### config.mk
export PLATFORM = sky130hd
export DESIGN_NAME = key_sched_ctrl_flat
export DESIGN_NICKNAME = d
export VERILOG_FILES = /design/src/rtl/key_sched_if.sv /design/src/rtl/key_sched_ctrl.sv /design/src/flat_wrapper.sv
export SDC_FILE = /design/constraint.sdc
export NUM_CORES = 1
export LEC_CHECK = 0
export CORE_ASPECT_RATIO = 0.9
export CORE_MARGIN = 2
export CORE_UTILIZATION = 23
export DETAILED_ROUTE_END_ITERATION = 8
export PLACE_DENSITY = 0.92
export SYNTH_ARGS = -nofsm -noshare
export SYNTH_HDL_FRONTEND = slang
export SYNTH_SLANG_ARGS = --single-unit
### constraint.sdc
create_clock -name clk -period 2.4 [get_ports clk]
set_clock_uncertainty 0.2 [all_clocks]
set_input_delay 0.24 -clock clk [delete_from_list [all_inputs] [get_ports clk]]
set_output_delay 0.24 -clock clk [all_outputs]
set_load 0.01 [all_outputs]
### src/rtl/key_sched_if.sv
// Handshake and datapath-control bundle between the key-schedule sequencer,
// its start requester, the key-update datapath and the round-key consumer.
interface key_sched_if #(
    parameter int IDX_W = 5
);
    logic             start;
    logic             start_ready;
    logic             abort;
    logic             ks_load;
    logic             ks_step;
    logic [IDX_W-1:0] ks_rc;
    logic [63:0]      ks_ki;
    logic             rk_valid;
    logic             rk_ready;
    logic [63:0]      rk_data;
    logic [IDX_W-1:0] rk_idx;
    logic             busy;
    logic             done;

    modport master (
        input  start, abort, ks_ki, rk_ready,
        output start_ready, ks_load, ks_step, ks_rc, rk_valid, rk_data, rk_idx, busy, done
    );

    modport slave (
        output start, abort, ks_ki, rk_ready,
        input  start_ready, ks_load, ks_step, ks_rc, rk_valid, rk_data, rk_idx, busy, done
    );
endinterface

### src/rtl/key_sched_ctrl.sv
// Sequencer for the 128-bit key-update datapath: loads the master key, steps it once
// per accepted round key and streams K0..K[ROUNDS] over a valid/ready handshake.
module key_sched_ctrl #(
    parameter int ROUNDS = 25,
    parameter int IDX_W  = 5
) (
    input  logic        clk,
    input  logic        rst_n,
    key_sched_if.master ks
);

    if ((2 ** IDX_W) <= ROUNDS) begin : g_bad_idx_w
        $error("IDX_W too narrow to hold round index ROUNDS");
    end

    typedef enum logic [1:0] {
        IDLE = 2'd0,
        EMIT = 2'd1,
        DONE = 2'd2
    } state_t;

    localparam logic [IDX_W-1:0] LAST_IDX = IDX_W'(ROUNDS);

    state_t           state_q, state_d;
    logic [IDX_W-1:0] idx_q, idx_d;

    logic start_ready;
    logic ks_load;
    logic ks_step;
    logic rk_valid;
    logic done;

    // NOTE: state registers use non-blocking assignments so every flop samples
    // the pre-edge value of every other flop, independent of statement order.
    always_ff @(posedge clk or negedge rst_n) begin
        if (!rst_n) begin
            state_q <= IDLE;
            idx_q   <= '0;
        end else begin
            state_q <= state_d;
            idx_q   <= idx_d;
        end
    end

    // NOTE: every signal driven here gets a default first, so no path through
    // the case statement leaves a value unassigned and no latch is inferred.
    always_comb begin
        state_d     = state_q;
        idx_d       = idx_q;
        start_ready = 1'b0;
        ks_load     = 1'b0;
        ks_step     = 1'b0;
        rk_valid    = 1'b0;
        done        = 1'b0;

        unique case (state_q)
            IDLE: begin
                start_ready = !ks.abort;
                if (ks.start && !ks.abort) begin
                    ks_load = 1'b1;
                    idx_d   = '0;
                    state_d = EMIT;
                end
            end
            EMIT: begin
                rk_valid = !ks.abort;
                if (rk_valid && ks.rk_ready) begin
                    if (idx_q == LAST_IDX) begin
                        // Clearing here keeps ks_rc/rk_idx at zero in DONE and IDLE.
                        idx_d   = '0;
                        state_d = DONE;
                    end else begin
                        ks_step = 1'b1;
                        idx_d   = idx_q + 1'b1;
                    end
                end
            end
            DONE: begin
                done    = !ks.abort;
                state_d = IDLE;
            end
            default: state_d = IDLE;
        endcase

        // Abort overrides whatever the state decoded above.
        if (ks.abort) begin
            state_d = IDLE;
            idx_d   = '0;
        end
    end

    assign ks.start_ready = start_ready;
    assign ks.ks_load     = ks_load;
    assign ks.ks_step     = ks_step;
    assign ks.ks_rc       = idx_q;
    assign ks.rk_valid    = rk_valid;
    assign ks.rk_data     = ks.ks_ki;
    assign ks.rk_idx      = idx_q;
    assign ks.busy        = (state_q != IDLE);
    assign ks.done        = done;

endmodule

### src/flat_wrapper.sv
// flat-port wrapper written by rule: the top's interface ports become plain ports
module key_sched_ctrl_flat 
#(
    parameter int ROUNDS = 25,
    parameter int IDX_W  = 5
)
  (clk, rst_n, ks_start, ks_abort, ks_ks_ki, ks_rk_ready, ks_start_ready, ks_ks_load, ks_ks_step, ks_ks_rc, ks_rk_valid, ks_rk_data, ks_rk_idx, ks_busy, ks_done);
  key_sched_if #(.IDX_W(IDX_W)) ks_i ();
  input  logic clk;
  input  logic rst_n;
  input wire logic [$bits(ks_i.start)-1:0] ks_start;
  input wire logic [$bits(ks_i.abort)-1:0] ks_abort;
  input wire logic [$bits(ks_i.ks_ki)-1:0] ks_ks_ki;
  input wire logic [$bits(ks_i.rk_ready)-1:0] ks_rk_ready;
  output wire logic [$bits(ks_i.start_ready)-1:0] ks_start_ready;
  output wire logic [$bits(ks_i.ks_load)-1:0] ks_ks_load;
  output wire logic [$bits(ks_i.ks_step)-1:0] ks_ks_step;
  output wire logic [$bits(ks_i.ks_rc)-1:0] ks_ks_rc;
  output wire logic [$bits(ks_i.rk_valid)-1:0] ks_rk_valid;
  output wire logic [$bits(ks_i.rk_data)-1:0] ks_rk_data;
  output wire logic [$bits(ks_i.rk_idx)-1:0] ks_rk_idx;
  output wire logic [$bits(ks_i.busy)-1:0] ks_busy;
  output wire logic [$bits(ks_i.done)-1:0] ks_done;
  assign ks_i.start = ks_start;
  assign ks_i.abort = ks_abort;
  assign ks_i.ks_ki = ks_ks_ki;
  assign ks_i.rk_ready = ks_rk_ready;
  assign ks_start_ready = ks_i.start_ready;
  assign ks_ks_load = ks_i.ks_load;
  assign ks_ks_step = ks_i.ks_step;
  assign ks_ks_rc = ks_i.ks_rc;
  assign ks_rk_valid = ks_i.rk_valid;
  assign ks_rk_data = ks_i.rk_data;
  assign ks_rk_idx = ks_i.rk_idx;
  assign ks_busy = ks_i.busy;
  assign ks_done = ks_i.done;
  key_sched_ctrl #(.ROUNDS(ROUNDS), .IDX_W(IDX_W)) u_core (.clk(clk), .rst_n(rst_n), .ks(ks_i));
endmodule
==> impl_metrics.env <==
export IMPL_synth_flop_cell="dfrtp_1"
export IMPL_yosys_warnings=0
export IMPL_via_per_inst=4.31
export IMPL_r2r_cells=6
export IMPL_core_um2=4020
export IMPL_die_w_um=71.8
export IMPL_slew_violations=0
export IMPL_slew_limit_headroom=0.779
export IMPL_p_comb_frac=0.169
export IMPL_tritoncts="built"
export IMPL_async_reset_ff_frac=1.00
export IMPL_period_share=0.897
export IMPL_drtAntennaViolNets=0
export IMPL_wl_um=1680
export IMPL_grt_max_degree=10
export IMPL_clkTransAtPathRegs_ns=0.04
export IMPL_diodes=0
export IMPL_ios=149
export IMPL_clock_sinks=7
export IMPL_p_int_w=0.000271
export IMPL_synth_cell_types=22
export IMPL_die_h_um=65
export IMPL_cts_hold_buf=0
export IMPL_synth_nets=184
export IMPL_crit_path_end_kind="output pin"
export IMPL_avgSynthCellArea_um2=8.42
export IMPL_wl_per_cell_um=14.1
export IMPL_dpl_cell_count=115
export IMPL_drtPass1Iterations=4
export IMPL_fill_cells=441
export IMPL_globalplace_congestion=0.819
export IMPL_multiInputGateArea_um2=246
export IMPL_fin_cells=119
export IMPL_clock_latency_ns=0.23
export IMPL_cts_setup_buffers=0
export IMPL_p_clk_frac=0.474
export IMPL_grt_pass1_vias=503
export IMPL_finalHoldViolations=0
export IMPL_max_vdd_ir_drop_uv=113
export IMPL_setup_viol=0
export IMPL_swShare=0.234
export IMPL_num_vias=513
export IMPL_clk_path_buf_depth=2
export IMPL_r2r_start="u_core.ks.ks_rc[1]"
export IMPL_rsz0062_at_grt="no"
export IMPL_crit_chain="nor3_1 -> and2_1 -> clkdlybuf4s50_1"
export IMPL_critical_path_class="flop to output pin"
export IMPL_p_leak_nw=0.345
export IMPL_fin_crit_ns=2.15
export IMPL_fmax_mhz=465
export IMPL_crit_path_max_fanout=9
export IMPL_post_route_drc_count=0
export IMPL_yosysSeqAreaShare=0.184
export IMPL_num_rows=22
export IMPL_p_switching_w=0.0000826
export IMPL_die_area_um2=4670
export IMPL_first_iter_violations=37
export IMPL_layout_drive_gt1_share=0.127
export IMPL_status="finished, final reports clean"
export IMPL_syn_area_um2=951
export IMPL_r2r_slack_ns=0.65
export IMPL_required_ns=1.96
export IMPL_area_growth_pct=-19.6
export IMPL_cellPowerDensity_nw_per_um2=462
export IMPL_cts_buffers=3
export IMPL_synth_edf_count=0
export IMPL_crit_path_start_kind="flop"
export IMPL_arrival_ns=1.71
export IMPL_syn_inst=113
export IMPL_final_nets=143
export IMPL_final_area_um2=764
export IMPL_fin_total_pwr_w=0.000353
export IMPL_place_area_um2=716
export IMPL_ctsResizeCount=0
export IMPL_fin_tns_setup_ns=0
export IMPL_hold_class="primary input to asynchronous set/reset pin"
export IMPL_hpwlAfterDp_um=1310
export IMPL_slowest_stage="clkdlybuf4s50_1"
export IMPL_place_port_buffers=20
export IMPL_overflow=0
export IMPL_antenna_found_initial=0
export IMPL_initial_core_util=0.237
export IMPL_seq_area_um2=176
export IMPL_grt_pass1_wl_um=2570
export IMPL_cpPeakStageDelay_ns=0.54
export IMPL_htree_levels=1
export IMPL_seq_power_share=0.357
export IMPL_cap_violations=0
export IMPL_ctsRootBufferMaster="clkbuf_8"
export IMPL_worst_slew_pin_slew_ns=0.331
export IMPL_crit_reg2reg_capture="u_core.ks.ks_rc[2]"
export IMPL_ys_ff_latch=7
export IMPL_fin_hold_ws_ns=0.0768
export IMPL_track_usage=0.0783
final cells by class:
class / count / area share
multi-input combinational: 34 / 0.322
timing repair buffer: 23 / 0.295
sequential: 7 / 0.231
tap: 48 / 0.0786
clock buffer: 4 / 0.0589
inverter: 3 / 0.0147
cell usage after synthesis, types with 2 or more instances:
cell type  count  area share
ha_1           2       0.026
buf_4         69        0.54
dfrtp_1        7        0.18
and4b_1        2       0.021
nand4b_1       2       0.018
nand4_1        2       0.013
nor3b_1        2       0.016
and2_1         3       0.020
o21ai_0        5       0.026
xor2_1         2       0.018
nand2_1        3       0.012
nor3_1         2       0.011
inv_1          3       0.012
flip-flops by register name (all words and copies together), names as in the netlist:
register,cells
u_core.ks.ks_rc,5
u_core.state_q,2
critical path, delay by kind of cell (launching register included):
family        cells  cell delay, ns
buf+inv           1            0.54
flops             1            0.46
simple gates      2            0.48
how the worst max path moves through the flow:
stage,startpoint,endpoint,depth (start not counted)
2_1_floorplan,u_core.ks.ks_rc[1],u_core.ks.ks_rc[2],6
3_3_place_gp,u_core.ks.ks_rc[1],ks_ks_step,6
3_5_place_dp,u_core.ks.ks_rc[1],ks_ks_step,6
4_1_cts,u_core.ks.ks_rc[1],ks_ks_step,6
5_1_grt,u_core.state_q[1],ks_ks_load,3
6_report,u_core.state_q[1],ks_ks_load,3
routing by layer:
metal,wire [um],global-route usage
met5,0,0
met1,507,0.0695
met3,222,0.0560
met4,160,0.104
met2,787,0.101
layout by cell type (no fill, tap or decap), types with 2 or more instances in the layout:
cell	count
clkdlybuf4s50_1	19
dfrtp_1	6
o21ai_0	5
inv_1	3
and2_1	3
nand2_1	3
clkbuf_8	3
buf_4	3
nor3_1	2
nor3b_1	2
and4b_1	2
nand4b_1	2
nand4_1	2
xor2_1	2
ha_1	2
power by group through the flow:
stage	clock network (W)	registers [W]	logic [W]
CTS	0.000172	0.000126	0.0000611
floorplan	0	0.000129	0.000132
finish	0.000168	0.000126	0.0000597
detailed placement	0	0.000128	0.0000605
global placement	0	0.000127	0.0000600
global route	0.000181	0.000127	0.0000648
per-stage QoR:
step	util	setup WS, ns
after global placement	0.178	0.286
final	0.190	0.248
after global routing	0.190	0.167
after CTS	0.189	0.000587
after detailed placement	0.178	0.263
after floorplan	-	0.695
cells by family after synthesis:
kind of cell    count (synthesis)  share of synthesized area
fa+ha+maj                       2                     0.0263
flops                           7                      0.184
simple gates                   21                      0.151
buf+inv                        72                      0.557
xor+xnor                        2                     0.0184
mux                             1                     0.0105
compound gates                  8                     0.0526
(Power assumes the default switching activity.)
